[config.mk]
export PLATFORM = sky130hd
export DESIGN_NAME = bus_sequencer
export DESIGN_NICKNAME = d
export VERILOG_FILES = /design/src/rtl/bus_sequencer.sv
export SDC_FILE = /design/constraint.sdc
export NUM_CORES = 1
export LEC_CHECK = 0
export ABC_AREA = 1
export CORE_MARGIN = 1
export CORE_UTILIZATION = 43
export DETAILED_ROUTE_END_ITERATION = 10
export PLACE_DENSITY = 0.85
export REMOVE_ABC_BUFFERS = 1
export SLEW_MARGIN = 15
export SYNTH_ARGS = -nofsm -noshare
export SYNTH_HDL_FRONTEND = slang
export SYNTH_SLANG_ARGS = --single-unit
[constraint.sdc]
create_clock -name clk -period 3.6 [get_ports clk]
set_input_delay 0.72 -clock clk [delete_from_list [all_inputs] [get_ports clk]]
set_output_delay 0.72 -clock clk [all_outputs]
set_load 0.05 [all_outputs]
[src/rtl/bus_sequencer.sv]
// bus_sequencer: control FSM for the shared-bus datapath (R0..R7, A, ALU, G, bus1).
// Optional ILLEGAL_TRAP_EN: opcode 111 sets a sticky trap and blocks further instructions until reset.
module bus_sequencer #(
    parameter int DATA_W = 16,
    parameter int NREG   = 8,
    parameter int RA_W   = 3
) (
    input  logic              clk,
    input  logic              rst,
    input  logic              instr_vld,
    output logic              instr_rdy,
    input  logic [2:0]        opcode,
    input  logic [RA_W-1:0]   rx,
    input  logic [RA_W-1:0]   ry,
    input  logic [DATA_W-1:0] imm,
    output logic [DATA_W-1:0] data,
    output logic              data_out,
    output logic [NREG-1:0]   bus1_oe,
    output logic [NREG-1:0]   reg_en,
    output logic              a_in,
    output logic              g_in,
    output logic              g_out,
    output logic [6:0]        math_en,
    output logic              done,
`ifdef ILLEGAL_TRAP_EN
    output logic              trap,
`endif
    output logic              busy
);
    typedef enum logic [1:0] {IDLE, T1, T2, T3} state_t;

    state_t              state_q, state_d;
    logic [2:0]          op_q;
    logic [RA_W-1:0]     rx_q, ry_q;
    logic [DATA_W-1:0]   data_q;
    logic                trap_q;
    logic                accept, alu_op;

    assign accept = instr_vld & instr_rdy;
    assign alu_op = (op_q >= 3'd2) && (op_q <= 3'd6);

    // R0 sits in the MSB of the one-hot enable vectors
    function automatic logic [NREG-1:0] sel(input logic [RA_W-1:0] r);
        sel = NREG'(1) << (RA_W'(NREG - 1) - r);
    endfunction

    always_ff @(posedge clk or negedge rst) begin
        if (!rst) begin
            state_q <= IDLE;
            op_q    <= '0;
            rx_q    <= '0;
            ry_q    <= '0;
            data_q  <= '0;
        end else begin
            state_q <= state_d;
            if (accept) begin
                op_q   <= opcode;
                rx_q   <= rx;
                ry_q   <= ry;
                data_q <= imm;
            end
        end
    end

`ifdef ILLEGAL_TRAP_EN
    always_ff @(posedge clk or negedge rst) begin
        if (!rst) trap_q <= 1'b0;
        else      trap_q <= trap_q | (state_q == T1 && op_q == 3'b111);
    end
    assign trap = trap_q;
`else
    assign trap_q = 1'b0;
`endif

    always_comb begin
        state_d = IDLE;
        case (state_q)
            IDLE:    state_d = accept ? T1 : IDLE;
            T1:      state_d = alu_op ? T2 : IDLE;
            T2:      state_d = T3;
            default: state_d = IDLE;
        endcase
    end

    always_comb begin
        data_out = 1'b0;
        bus1_oe  = '0;
        reg_en   = '0;
        a_in     = 1'b0;
        g_in     = 1'b0;
        g_out    = 1'b0;
        math_en  = '0;
        done     = 1'b0;
        case (state_q)
            T1: begin
                if (op_q == 3'd0) begin
                    data_out = 1'b1;
                    reg_en   = sel(rx_q);
                    done     = 1'b1;
                end else if (op_q == 3'd1) begin
                    bus1_oe  = sel(ry_q);
                    reg_en   = sel(rx_q);
                    done     = 1'b1;
                end else if (alu_op) begin
                    bus1_oe  = sel(rx_q);
                    a_in     = 1'b1;
                end else begin
`ifdef ILLEGAL_TRAP_EN
                    done     = 1'b0;
`else
                    done     = 1'b1;
`endif
                end
            end
            T2: begin
                bus1_oe = sel(ry_q);
                math_en = 7'd1 << (op_q - 3'd2);
                g_in    = 1'b1;
            end
            T3: begin
                g_out  = 1'b1;
                reg_en = sel(rx_q);
                done   = 1'b1;
            end
            default: ;
        endcase
    end

    assign busy      = (state_q != IDLE);
    assign instr_rdy = (state_q == IDLE) && !trap_q;
    assign data      = data_q;
endmodule
After elaboration in Yosys (flattened, before gate mapping). Index checks and enable logic that the tools add are counted.

$add $sub $neg: 3. Multipliers: 0. Div/mod/pow operators: 0. Magnitude comparators: 2. Reductions and logical operators: 4. Muxes and demuxes: 23. Shift operators: 3. Bitwise gates (word level): 1. Eq/ne operators: 4.

Operators by type and width (number): 2-to-1 mux 8 bit (5); case mux 8 bit (2 select lines) (2); left shift 1 x 3 -> 8 bit (first input constant) (2); 2-to-1 mux 1 bit (12); 2-to-1 mux 7 bit (1); left shift 1 x 3 -> 7 bit (first input constant) (1); case mux 2 bit (3 select lines) (1); subtractor 3 bit (first input constant) (2); equality test 2 bit (second input constant) (2); equality test 3 x 1 -> 1 bit (second input constant) (1); >= comparator 3 x 2 -> 1 bit (second input constant) (1); less-or-equal comparator 3 bit (second input constant) (1); logical NOT 3 bit (1); subtractor 3 x 2 -> 3 bit (second input constant) (1); equality test 2 x 1 -> 1 bit (second input constant) (1); logical NOT 2 bit (1); 2-to-1 mux 2 bit (1); case mux 1 bit (2 select lines) (1); nonzero test 2 bit (1); AND 1 bit (1); logical AND 1 bit (1).

Latch bits: 0. Input bits: 28. RAM bits: 0. Flip-flop bits (word level): 27. Logic and storage cells: 45. Memories: 0. Bits in read-only memories: 0.

Longest topological paths before layout. Gate-level depths: netlist of run 1.

Depth after elaboration: 6. Mapped depth: 6. Gate-level depth less buffers: 6.

Worst setup path after synthesis of run 1. No wires, ideal clock.

Path kind: register to output. Start point: reg state_q[1]. End point: out reg_en[3]. Stages on the path, launching flop included: 4. Arrival time: 2477 ps. Setup slack: 403 ps. Path through: dfrtp_1 ha_1 a21oi_4 nor4_1.

Longest elaborated chain between the ends: 2. Elaborated cells on any way between the ends: 3. Those cells by class: eq/ne: 2; mux: 1.

Ends and longest elaborated chain: start: declaration (RTL line 32) `state_t state_q, state_d;`; start signal: assignment (RTL line 55) `state_q <= state_d;`; equality test 2 bit or equality test 2 x 1 -> 1 bit (tied branches) (RTL line 94) `case (state_q)`; case mux 8 bit (2 select lines) * (RTL line 94); end: declaration (RTL line 19) `output logic [NREG-1:0] reg_en,`.

Mark *: on every way between the ends. The rest lies on a longest branch, timed or not.

Worst setup path after layout of run 1.
Start point: reg state_q[1]. End point: out bus1_oe[6].

Longest elaborated chain between the ends: 2. Elaborated cells on any way between the ends: 3. Those cells by class: eq/ne: 2; mux: 1.

Ends and longest elaborated chain: equality test 2 bit or equality test 2 x 1 -> 1 bit (tied branches) (RTL line 94); case mux 8 bit (2 select lines) * (RTL line 94); end: declaration (RTL line 18) `output logic [NREG-1:0] bus1_oe,`.

Marked as above.

==> flow_metrics.tcl, run 1 <==
set metrics [dict create \
    period_needed_ns 3.30 \
    finalCritPeriodShare 0.918 \
    post_cts_buffers 0 \
    synth_area_um2 1510 \
    ys_types 25 \
    finalWirelength_um 3670 \
    core.rowCount 21 \
    grt_pass1_vias 1319 \
    die_x_um 61.2 \
    skew_ns 0.00464 \
    seq_power_share 0.266 \
    die_h_um 61.2 \
    power.clock.fraction 0.056 \
    multi_input_area_um2 737 \
    drt_iter0_drc 58 \
    antenna_found_initial 0 \
    path_max_fanout 9 \
    grt.busiest_layer "met2" \
    power.switching_uw 1220 \
    post_drt_wl_per_cell_um 12.9 \
    layout.nets 273 \
    drtPass1Iterations 4 \
    clk_latency_ns 0.31 \
    cts.sinks 27 \
    intPower_uw 996 \
    antenna_left 0 \
    drive_gt1_frac 0.139 \
    synthToLayoutAreaGrowth_pct 53.0 \
    syn_avg_cell_area_um2 9.18 \
    crit_path_start_kind "flip-flop" \
    start_util 0.451 \
    die-area_um2 3740 \
    synth_warnings 0 \
    gp_congestion 0.793 \
    final-seq-area_um2 676 \
    cts_tree "done" \
    ios 74 \
    viasPerCell 5.05 \
    required_ns 2.88 \
    arrival_ns 2.58 \
    place.port_buffers 73 \
    use_met2 0.334 \
    ctsHoldBuffers 0 \
    maxSlewHeadroom 0.559 \
    overflow 0 \
    total_power_uw 2220 \
    post_cts_resized 0 \
    ir_drop_uv 653 \
    status "finished clean" \
    timing.setup.tns_ns 0 \
    leakagePower_uw 0.000947 \
    ys_ff_latch 27 \
    dp_hpwl_um 2820 \
    holdCritPathClass "reg2reg" \
    cts_buffers 3 \
    fillCellCount 263 \
    crit_path_end_kind "primary output" \
    grt_max_degree 36 \
    grtUsageMet1 0.295 \
    grtUsageMet3 0.0567 \
    grt_pass1_wl_um 5870 \
    grt_use_total 0.213 \
    setup_viol 0 \
    clk_pin_slew_ns 0.14 \
    mostFrequentLayoutCells "clkdlybuf4s50_1, dfrtp_1, nor2_1" \
    critical_path_class "reg2out" \
    powerDensity_nw_per_um2 964 \
    netlist_instances 164 \
    num_vias 1435 \
    ys_seq_area_frac 0.449 \
    switching_share 0.551 \
    layout_commonest_cell "clkdlybuf4s50_1" \
    rsz0062_at_grt "false" \
    hold_violations 0 \
    n_antenna_cell 0 \
    fmax_mhz 303 \
    core_um2 3340 \
    htreeDepth 1 \
    drcViolationCount 0 \
    finalMaxSlewViolations 0 \
    p_comb_frac 0.679 \
    root_buffer "clkbuf_4" \
    clock_path_buffers 2 \
    tightest_slew_ns 0.659 \
    drv_cap 0 \
]
-- state kept, by name, indices dropped and copies added, names as in the netlist --
name / flops
data: 16
op_q: 3
rx_q: 3
ry_q: 3
state_q: 2
-- synth_stat cells (all sizes together) --
cell,count,area [µm²]
buf,3,21.3
or2,1,6.26
a21oi,19,106
nor3,10,50.1
nand2,12,57.6
nand3,11,65.1
nor2,27,116
dfrtp,27,676
ha,6,75.1
mux2,16,180
nor4,2,12.5
inv,17,63.8
and3,1,7.51
clkinv,1,3.75
nand4,8,50.1
clkbuf,1,3.75
o21ai,2,10.0
-- cell families after synthesis --
| group | after synthesis | synth area share |
|---|---|---|
| buffers and inverters | 22 | 0.0615 |
| AOI/OAI and AO/OA | 21 | 0.0773 |
| adders and majority gates | 6 | 0.0499 |
| muxes | 16 | 0.120 |
| and+or+nand+nor | 72 | 0.243 |
| DFF | 27 | 0.449 |
-- worst max-delay path, stage by stage (launching register included) --
cell	delay [ns]
dfrtp_1	0.44
inv_1	0.11
ha_1	0.29
inv_2	0.09
nor2_4	0.22
nand4_1	0.13
a21oi_1	0.16
clkdlybuf4s50_1	0.83
-- cell type report --
| cell class | instances | share of cell area |
|---|---|---|
| multi-input combinational | 115 | 0.320 |
| timing repair buffer | 74 | 0.320 |
| tap | 46 | 0.0250 |
| inverter | 18 | 0.0293 |
| clock buffer | 3 | 0.00978 |
| clock inverter | 1 | 0.00217 |
| sequential | 27 | 0.293 |
-- metrics by stage --
| step | instance area [µm²] | hold slack, ns | setup slack [ns] | util | std cells |
|---|---|---|---|---|---|
| after global placement | 2280 | 0.487 | 0.713 | 0.682 | 280 |
| final | 2300 | 0.523 | 0.296 | 0.690 | 284 |
| after CTS | 2300 | 0.525 | 0.291 | 0.690 | 284 |
| after global routing | 2300 | 0.538 | 0.117 | 0.690 | 284 |
| after detailed placement | 2280 | 0.492 | 0.650 | 0.682 | 280 |
| after floorplan | 1480 | 0.424 | 0.403 | - | 160 |
-- routing by layer --
layer | wire (µm) | up-vias | share of wire
met5 | 0 | - | 0
met4 | 17 | 0 | 0.0046
met3 | 278 | 2 | 0.076
met2 | 1730 | 49 | 0.47
met1 | 1650 | 678 | 0.45
li1 | - | 706 | -
-- worst paths after layout --
kind | startpoint | end | slack [ns] | cells after the start
min in group asynchronous | rst | data[10] | 0.75 | 2
max | state_q[1] | bus1_oe[6] | 0.30 | 7
min | data[6] | data[6] | 0.52 | 1
max reg2reg | state_q[1] | data[10] | 1.81 | 4
min reg2reg | data[6] | data[6] | 0.52 | 1
max in group asynchronous | rst | data[12] | 2.60 | 2
-- power by group through the flow --
stage | Sequential, µW | Combinational (µW) | Clock [µW]
after floorplan | 901 | 722 | 0
after global placement | 588 | 1490 | 0
after detailed placement | 594 | 1500 | 0
after CTS | 589 | 1510 | 131
after global routing | 620 | 1600 | 136
final | 590 | 1510 | 123
Power figures use the tool's default switching activity.
==> run 2: changes to the inputs <==
GPL_TIMING_DRIVEN = 1   (was unset)
==> results of run 2 <==
The final DEF is identical to that of run 1; final timing and power are the same.
==> run 3: changes to the inputs <==
ABC_AREA = unset   (was 1)
ABC_CLOCK_PERIOD_IN_PS = 3600   (was unset)
CORE_ASPECT_RATIO = 1.1   (was unset)
CORE_UTILIZATION = 45   (was 43)
PLACE_DENSITY = 0.86   (was 0.85)
==> flow_metrics.tcl, run 3 <==
set metrics [dict create \
    status "finished clean" \
    root_buffer "clkbuf_4" \
    fillCellCount 285 \
    num_vias 1484 \
    synth_edf_count 0 \
    finalCritPeriodShare 0.939 \
    holdCritPathClass "reg2reg" \
    crit_path_end_kind "primary output" \
    syn_avg_cell_area_um2 10.9 \
    tightest_slew_ns 0.574 \
    synthToLayoutAreaGrowth_pct 47.3 \
    finalMaxSlewViolations 0 \
    synth_xor_area_frac 0 \
    cts_buffers 3 \
    finalWirelength_um 4030 \
    synth.most_common_cell "dfrtp_1" \
    fmax_mhz 296 \
    ys_async_sr_fraction 1.00 \
    ir_drop_uv 597 \
    critical_path_class "reg2out" \
    clk_pin_slew_ns 0.14 \
    drtPass1Iterations 4 \
    synth_top_family_by_area "multiplexers" \
    synth_common_cells "dfrtp_1, mux2_2, nor2_1" \
    yosys-top-cells-area "dfrtp_1, mux2_2, ha_1" \
    synthMuxAreaShare 0.177 \
    synthFlopType "dfrtp_1" \
    htreeDepth 1 \
    placed_cells 262 \
    mostFrequentLayoutCells "clkdlybuf4s50_1, dfrtp_1, mux2_2" \
    post_drt_wl_per_cell_um 15.2 \
    ys_types 32 \
    required_ns 2.88 \
    dp_hpwl_um 3110 \
    grt_pass1_wl_um 6640 \
    drv_cap 0 \
    gp_congestion 0.818 \
    layout_commonest_cell "clkdlybuf4s50_1" \
    viasPerCell 5.58 \
    drt_iter0_drc 73 \
    netlist_instances 151 \
    maxSlewHeadroom 0.616 \
    layout.nets 253 \
    drcViolationCount 0 \
    synth_area_um2 1650 \
    ctsHoldBuffers 0 \
    place.port_buffers 73 \
    cts_tree "done" \
    arrival_ns 2.66 \
    leakagePower_uw 0.00110 \
    placed_cell_area_um2 2380 \
    skew_ns 0.00754 \
    ys_ff_latch 27 \
    synth_compound_area_frac 0.150 \
    die_h_um 65.4 \
    rsz0062_at_grt "false" \
    grt_pass1_vias 1489 \
    timing.setup.tns_ns 0 \
    cts.sinks 27 \
    clk_latency_ns 0.32 \
    crit_path_start_kind "flip-flop" \
    grt_use_total 0.226 \
    ys_seq_area_frac 0.410 \
    synth_top_area_frac 0.410 \
    period_needed_ns 3.38 \
    grt_max_degree 28 \
    hold_violations 0 \
    start_util 0.482 \
    yosys.area.top_type "dfrtp_1" \
    synthAdderAreaFrac 0.0456 \
    core.rowCount 22 \
    core_um2 3410 \
    drive_gt1_frac 0.156 \
    largest_register_ffs 16 \
    ios 74 \
    die-area_um2 3910 \
    post_cts_buffers 0 \
    synth-simple-area-share 0.150 \
    path_max_fanout 8 \
    die_x_um 59.7 \
    postLayoutCellArea_um2 2420 \
    n_antenna_cell 0 \
    total_power_uw 2360 \
    antenna_left 0 \
    overflow 0 \
    clock_path_buffers 2 \
    powerDensity_nw_per_um2 972 \
    finalNonFillerCells 266 \
    antenna_found_initial 0 \
    synth_warnings 0 \
    setup_viol 0 \
]
==> run 3: cell count changes in the layout (fill, tap and decap cells not counted), moves of 7 or more <==
| cell | before | now |
|---|---|---|
| nor2_1 | 25 | 13 |
| a21oi_1 | 18 | 0 |
| nand3_1 | 9 | 0 |
| dlymetal6s2s_1 | 0 | 8 |
| nand4_1 | 8 | 1 |
| a21boi_1 | 0 | 8 |
| mux2_2 | 16 | 25 |
| clkdlybuf4s50_1 | 73 | 65 |
==> run 3: routing by layer <==
metal,up-vias,part of all wire,GRT usage
li1,684,-,-
met1,715,0.39,0.256
met2,78,0.50,0.390
met3,7,0.090,0.0728
met4,0,0.015,0.0785
met5,-,0,0
==> run 3: per-stage QoR <==
stage                     utilization  setup slack [ns]  hold slack [ns]
final                           0.710             0.220            0.519
after global routing            0.710            0.0219            0.549
after CTS                       0.704            0.0170            0.524
after detailed placement        0.696             0.400            0.494
after global placement          0.696             0.518            0.488
after floorplan                     -             0.369            0.424
==> run 3: timing repair <==
item / CTS / global route
resized for setup: 0 / 9
setup endpoints to repair: 0 / 8
hold endpoints to repair: 0 / 0
==> run 3: where the power goes <==
part	total, µW	internal, µW	switching [µW]	leakage, µW
sequential	659	456	203	0.000317
clock	126	43.4	82.8	0.0000150
combinational	1570	610	963	0.000766
==> run 3: cells by family after synthesis <==
family	Yosys count
simple gates	40
compound gates	31
flops	27
mux	26
buf+inv	21
fa+ha+maj	6
==> run 3: final cells by class <==
cell class | count | area [µm²] | area share
multi-input cells | 103 | 862 | 0.356
repair buffers | 75 | 766 | 0.316
flip-flops and latches | 27 | 677 | 0.279
well taps | 48 | 60.1 | 0.0248
inverters | 9 | 33.8 | 0.0139
clock buffers | 4 | 26.3 | 0.0108
==> run 3: path summary, 6_finish.rpt <==
kind | depth (start not counted) | startpoint | to | slack (ns)
worst max-delay path | 6 | state_q[1] | reg_en[3] | 0.22
worst max register to register | 4 | state_q[1] | ry_q[0] | 1.86
max in group asynchronous | 2 | rst | op_q[1] | 2.57
worst min-delay path | 1 | data[12] | data[12] | 0.52
min in group asynchronous | 2 | rst | op_q[2] | 0.76
worst min register to register | 1 | data[12] | data[12] | 0.52
==> run 3: critical path: stages (launching register included) <==
cell and delay (ns):
dfrtp_1 0.45, inv_1 0.13, ha_1 0.31, nor3b_2 0.29, o21ai_1 0.14, nor3_1 0.18, clkdlybuf4s50_1 0.84
